[src/rtl/mem_access_ctrl.sv]
// mem_access_ctrl: initiator-side sequencer for the 8-bit memory port.
// Accepts single writes and 1-4 beat incrementing read bursts on a
// valid/ready request channel. It waits READ_LATENCY cycles per read beat
// and returns data on a valid/ready response channel.
// Optional feature macro: MEM_ACCESS_BOUNDS_EN (rejects requests whose last
// address exceeds ADDR_LIMIT with a single rsp_err response).
module mem_access_ctrl #(
  parameter int unsigned READ_LATENCY = 1,
  parameter logic [7:0]  ADDR_LIMIT   = 8'hFF
) (
  input  logic       clk,
  input  logic       reset,
  input  logic       req_valid,
  output logic       req_ready,
  input  logic       req_write,
  input  logic [7:0] req_addr,
  input  logic [1:0] req_len,
  input  logic [7:0] req_wdata,
  output logic       rsp_valid,
  input  logic       rsp_ready,
  output logic [7:0] rsp_data,
  output logic       rsp_last,
  output logic       rsp_err,
  output logic [7:0] mem_address,
  output logic [7:0] mem_data_in,
  output logic       mem_write_enable,
  input  logic [7:0] mem_data_out,
  output logic       busy
);

  localparam int unsigned AW = 8;
  localparam int unsigned DW = 8;
  localparam int unsigned BW = 3;
  localparam int unsigned LW = 3;

  localparam logic [1:0] IDLE  = 2'd0;
  localparam logic [1:0] ISSUE = 2'd1;
  localparam logic [1:0] WAIT  = 2'd2;
  localparam logic [1:0] RESP  = 2'd3;

  logic [1:0]    state;
  logic [1:0]    state_nxt;
  logic          wr_q;
  logic [AW-1:0] addr_q;
  logic [DW-1:0] wdata_q;
  logic [BW-1:0] beats_q;
  logic [LW-1:0] lat_cnt;

  logic          accept_c;
  logic          rsp_fire_c;
  logic          bounds_err_c;
  logic [BW-1:0] req_beats_c;

  assign req_ready   = (state == IDLE) && !reset;
  assign accept_c    = req_valid && req_ready;
  assign rsp_fire_c  = rsp_valid && rsp_ready;
  assign req_beats_c = req_write ? BW'(1) : (BW'(req_len) + BW'(1));
  assign busy        = (state != IDLE);

`ifdef MEM_ACCESS_BOUNDS_EN
  logic [AW:0] req_end_c;

  // Last address touched by the request, computed without wrap
  assign req_end_c    = {1'b0, req_addr} + (AW+1)'(req_beats_c) - (AW+1)'(1);
  assign bounds_err_c = (req_end_c > {1'b0, ADDR_LIMIT});

  // Error flag is latched once per accepted request and held through RESP
  always_ff @(posedge clk or posedge reset) begin
    if (reset) begin
      rsp_err <= 1'b0;
    end else if (accept_c) begin
      rsp_err <= bounds_err_c;
    end
  end
`else
  logic unused_limit;

  assign bounds_err_c = 1'b0;
  assign rsp_err      = 1'b0;
  assign unused_limit = ^ADDR_LIMIT;
`endif

  // State register
  always_ff @(posedge clk or posedge reset) begin
    if (reset) begin
      state <= IDLE;
    end else begin
      state <= state_nxt;
    end
  end

  // Next-state logic
  always_comb begin
    state_nxt = state;
    case (state)
      IDLE: begin
        if (accept_c) begin
          state_nxt = bounds_err_c ? RESP : ISSUE;
        end
      end
      ISSUE: begin
        state_nxt = wr_q ? RESP : WAIT;
      end
      WAIT: begin
        if (lat_cnt == LW'(1)) begin
          state_nxt = RESP;
        end
      end
      RESP: begin
        if (rsp_fire_c) begin
          state_nxt = (beats_q > BW'(1)) ? ISSUE : IDLE;
        end
      end
      default: state_nxt = IDLE;
    endcase
  end

  // Datapath: memory port is loaded on entry to ISSUE so it is valid during ISSUE
  always_ff @(posedge clk or posedge reset) begin
    if (reset) begin
      wr_q             <= 1'b0;
      addr_q           <= '0;
      wdata_q          <= '0;
      beats_q          <= '0;
      lat_cnt          <= '0;
      rsp_valid        <= 1'b0;
      rsp_data         <= '0;
      rsp_last         <= 1'b0;
      mem_address      <= '0;
      mem_data_in      <= '0;
      mem_write_enable <= 1'b0;
    end else begin
      mem_write_enable <= 1'b0;
      rsp_valid        <= (state_nxt == RESP);
      case (state)
        IDLE: begin
          if (accept_c) begin
            wr_q    <= req_write;
            addr_q  <= req_addr;
            wdata_q <= req_wdata;
            beats_q <= req_beats_c;
            if (bounds_err_c) begin
              beats_q  <= BW'(1);
              rsp_data <= '0;
              rsp_last <= 1'b1;
            end else begin
              mem_address      <= req_addr;
              mem_data_in      <= req_wdata;
              mem_write_enable <= req_write;
            end
          end
        end
        ISSUE: begin
          if (wr_q) begin
            rsp_data <= wdata_q;
            rsp_last <= 1'b1;
          end else begin
            lat_cnt <= LW'(READ_LATENCY);
          end
        end
        WAIT: begin
          lat_cnt <= lat_cnt - LW'(1);
          if (lat_cnt == LW'(1)) begin
            rsp_data <= mem_data_out;
            rsp_last <= (beats_q == BW'(1));
          end
        end
        RESP: begin
          if (rsp_fire_c) begin
            beats_q <= beats_q - BW'(1);
            if (beats_q > BW'(1)) begin
              addr_q      <= addr_q + AW'(1);
              mem_address <= addr_q + AW'(1);
              mem_data_in <= wdata_q;
            end
          end
        end
        default: ;
      endcase
    end
  end

endmodule

[config.mk]
export PLATFORM = sky130hd
export DESIGN_NAME = mem_access_ctrl
export DESIGN_NICKNAME = d
export VERILOG_FILES = /design/src/rtl/mem_access_ctrl.sv
export SDC_FILE = /design/constraint.sdc
export NUM_CORES = 1
export LEC_CHECK = 0
export ABC_AREA = 1
export BUFFER_PORTS_ARGS = -buffer_cell sky130_fd_sc_hd__buf_4
export CORE_ASPECT_RATIO = 1.2
export CORE_UTILIZATION = 55
export DETAILED_ROUTE_END_ITERATION = 8
export PLACE_DENSITY = 0.83
export SLEW_MARGIN = 0
export SYNTH_ARGS = -nofsm -noshare
export SYNTH_HDL_FRONTEND = slang
export SYNTH_SLANG_ARGS = --single-unit
[constraint.sdc]
create_clock -name clk -period 3.7 [get_ports clk]
set_input_delay 0.185 -clock clk [delete_from_list [all_inputs] [get_ports clk]]
set_output_delay 0.185 -clock clk [all_outputs]
set_load 0.01 [all_outputs]
### Yosys cells after proc, flatten, opt, wreduce, memory -nomap -nowiden

Index checks and enable logic that the tools add are counted.

* bits in registers: 44
* output and inout bits: 30

* add/subtract/negate cells: 4
* $lt $le $gt $ge: 1
* equality and inequality tests: 12
* mux-type cells: 28
* reduce and logical (&&, ||, !) cells: 13

Operators with widths (count)
* $mux W8: 8
* $pmux W8 S2: 3
* $mux W3: 4
* $ne A2 B2 Y1 const B: 6
* $pmux W3 S2: 2
* $add A8 B1 Y8 const B: 1
* $pmux W2 S4: 1
* $eq A2 B2 Y1 const B: 3
* $eq A3 B1 Y1 const B: 2
* $mux W1: 6
* $mux W2: 3
* $reduce_and A3 Y1: 2
* $reduce_bool A2 Y1: 3
* $sub A3 B1 Y3 const B: 2
* $reduce_and A2 Y1: 2
* $reduce_and A4 Y1: 1
* $add A2 B1 Y3 const B: 1
* $gt A3 B1 Y1 const B: 1
* $logic_and A1 B1 Y1: 3
* $eq A2 B1 Y1 const B: 1
* $logic_not A2 Y1: 1
* $pmux W1 S2: 1
* $logic_not A1 Y1: 1

### Depth between registers and ports, before layout

* depth after elaboration: 6
* depth in mapped cells: 9

### Worst setup path after synthesis

No wires, ideal clock.

* kind: input-to-reg
* start point: in reset
* end point: reg addr_q[2]
* arrival time: 1951 ps
* data required time: 3584 ps
* slack: 1633 ps
* stages: 7
* buffers on the path: 1
* cells stage by stage: inv_1 nand3_1 nand2_2 nand2_4 buf_2 nand2_1 nand2_1

* word-level cells in the longest chain between the ends: 5

RTL lines
* start: declaration: RTL line 12 `input logic reset,`
* $logic_not A1 Y1 (no source line)
* $logic_and A1 B1 Y1: RTL line 54 `assign req_ready = (state == IDLE) && !reset;`
* $logic_and A1 B1 Y1: RTL line 55 `assign accept_c = req_valid && req_ready;`
* $ne A2 B2 Y1 (no source line)
* $reduce_and A4 Y1 (no source line)
* end signal: assignment: RTL line 139 `addr_q <= req_addr;`
* end signal: assignment: RTL line 172 `addr_q <= addr_q + AW'(1);`
* end: declaration: RTL line 44 `logic [AW-1:0] addr_q;`

Every way passes these cells.
A chain may end at the register's enable or synchronous reset.

### Final worst setup path

* start point: reg state[1]
* end point: reg addr_q[0]

* word-level cells in the longest chain between the ends: 5

RTL lines
* start: declaration: RTL line 41 `logic [1:0] state;`
* start signal: assignment: RTL line 88 `state <= state_nxt;`
* $logic_not A2 Y1: RTL line 54, 135
* $logic_and A1 B1 Y1: RTL line 54
* $logic_and A1 B1 Y1: RTL line 55
* $ne A2 B2 Y1 (no source line)
* $reduce_and A4 Y1 (no source line)

Several ways; a longest one is shown, not always the timed one.

==> impl_results.md <==
- Fill count: 329
- Crit share post-route: 59.6%
- Starting Density: 57.1%
- Area Overhead vs Synth: 25.7%
- Yosys cell types: 22
- TritonCTS Buffers: 5
- Max VDD drop: 0.442 mV
- Synth top area share: 48.9%
- CP Class: flip-flop to flip-flop
- Crit. End Element: flip-flop
- I/O pin count: 61
- Worst hold-check path type: primary input to async pin
- Final critical-path setup slack: 1.50 ns
- Iter 0 DRT Violations: 96
- Wire per inst: 11.6 µm
- Layout cells sized above 1: 20.3%
- Static Leak: 0.00156 µW
- Global route overflow: 0
- Antenna violations before repair: 0
- CTS tree: built
- Mapped Area: 2250 µm²
- Detailed Place HPWL: 3490 µm
- Cts hold-fix bufs: 0
- Die area: 4360 µm²
- Vias: 2054
- Root buffer cell: clkbuf_8
- Post-cts sizing count: 0
- Reg2reg path depth: 6
- Ant. Diodes: 0
- Placed instance count: 410
- Final Critical Period: 2.20 ns
- Clock sinks: 44
- Total Nets Final: 400
- ANT nets after route: 0
- R2R Setup Slk: 1.50 ns
- Synth Net Count: 343
- Vias per Instance: 4.91
- DRC: 0
- Die extent in y: 72.1 µm
- Worst slack after detailed placement: 1.51 ns
- Seq/Total Area, Yosys: 48.9%
- Gr usage total: 25.2%
- FF-to-FF Start: state[1]
- Vias in the first global route: 1894
- Clock H-tree levels: 2
- Post-Layout Cell Count: 418
- Die Wd: 60.4 µm
- # rows: 25
- Core Region: 3940 µm²
- Reg-to-Reg End: addr_q[0]
- Unrepaired setup endpoints after global routing: false
- Cell accounting for the most synthesized area: dfrtp_1
- Final setup vio count: 0
- CTS clock-pin slew for the worst setup and hold paths: 0.09 ns
- Final Hold Viols: 0
- Crit path max fanout: 21
- Max-slew headroom: 51.0%
- Max Slew Vio Count: 0
- Max Clk Rate: 0.454 GHz
- Final TNS setup: 0 ns
- First-pass iteration count of the detailed router: 4
- WHS: 0.0486 ns
- Placer Congestion: 0.798
- Largest net degree at the start of global routing: 45
- Worst Max-Slew Pin Slew: 0.732 ns
- Status: finished clean
- Total Wirelength: 4840 µm
- Worst setup SP type: flip-flop
- CP arrival: 2.39 ns
- Worst Path Required: 3.89 ns
- Synth top area cells: dfrtp_1 49%, nand2_1 21%, o21ai_0 7.1%, inv_1 4.8%, nor2_1 3.8%
- Layout Skew: 0.00666 ns
- Ys Warns: 0
- PD cells: 823 nW/µm²
- Number of port buffers: 59
- Yosys reg bits: 44
- Clk buf depth: 2
- Max-cap viol count: 0
- Worst-skew pair later-pin latency: 0.30 ns
- Cells after Synth: 306
- Mean Syn Cell Area: 7.36 µm²
- First-pass GRT wire length: 8200 µm
- Post-CTS Setup Bufs: 0
how the worst max path moves through the flow:
stage	startpoint	slack, ns	to	cells after the start
floorplan	reset	1.63	addr_q[2]	7
global placement	state[1]	1.66	addr_q[0]	6
detailed placement	state[1]	1.51	addr_q[0]	6
CTS	state[1]	1.53	addr_q[0]	6
global route	state[1]	1.20	addr_q[0]	7
finish	state[1]	1.50	addr_q[0]	6
cell usage in the layout (no fill, tap or decap):
cell and count:
inv_2 1, conb_1 1, buf_4 60, nor3_1 1
nand2_1 127, dfrtp_1 44, clkinv_4 2, nand2_2 2
clkinv_2 1, nand4_1 1, bufinv_16 1, o21ai_0 32
inv_1 28, or2_2 1, nand2_4 1, a21oi_1 10
clkinv_1 1, clkbuf_8 5, xnor2_1 1, nor2_1 23
ha_1 6, o22ai_1 1, nand3_1 14
cell type report:
cell class                 count  area [µm²]  area share [%]
clock inverter                 3        47.5            1.68
timing repair buffer          60         450            15.9
sequential                    44        1100            38.9
multi-input combinational    221         978            34.6
tap                           54        67.6            2.39
inverter                      31         118            4.15
clock buffer                   5        68.8            2.43
state kept, by name, indices dropped and copies added, names as in the netlist:
name,flops
rsp_valid,1
addr_q,8
rsp_data,8
lat_cnt,3
beats_q,3
state,2
wdata_q,8
rsp_last,1
mem_write_enable,1
wr_q,1
mem_data_in,8
through the flow:
step,utilization (%),instance area [µm²],total power (µW)
finish,71.8,2830,2330
global route,71.8,2830,2550
CTS,71.8,2830,2340
detailed placement,68.9,2720,1960
global placement,68.9,2720,1930
floorplan,-,2250,1570
cells in the mapped netlist (all sizes together):
cell type    n
buf          7
dfrtp       44
or2          1
inv         30
nand3       14
nor2        23
xnor2        1
nor3         1
a21oi       10
o21ai       32
conb         1
clkbuf       3
nand4        1
clkinv       1
o22ai        1
ha           6
nand2      130
worst max-delay path: stages (launching register included):
cell     delay [ns]
dfrtp_1        0.43
nor2_1         0.23
nand3_1        0.54
nand2_2        0.35
nand2_4        0.19
inv_2          0.23
o21ai_0        0.11
logic make-up (layout without fill, tap and decap cells):
group	Yosys count	in the layout	share of synthesized area, %
AO/OA/AOI/OAI	43	43	9.61
XOR/XNOR	1	1	0.389
adder cells (fa/ha/maj)	6	6	3.33
buffers and inverters	41	99	7.67
flip-flops	44	44	48.9
other	1	1	0.167
AND/OR/NAND/NOR	170	170	29.9
power breakdown:
part           internal, µW  total, µW  switching, µW  leakage [µW]
sequential              704        866            162      0.000534
combinational           443       1090            649      0.000970
clock                   203        374            171     0.0000583
per-layer routing:
metal | wire length (µm) | GRT usage (%) | up-vias | share of wire, %
met4 | 74 | 8.84 | 0 | 1.5
met5 | 0 | 0 | - | 0
met2 | 2450 | 43.6 | 56 | 51
met1 | 2140 | 30.7 | 934 | 44
li1 | - | - | 1056 | -
met3 | 185 | 5.35 | 8 | 3.8
No activity file was read; power rests on OpenSTA's default activity.
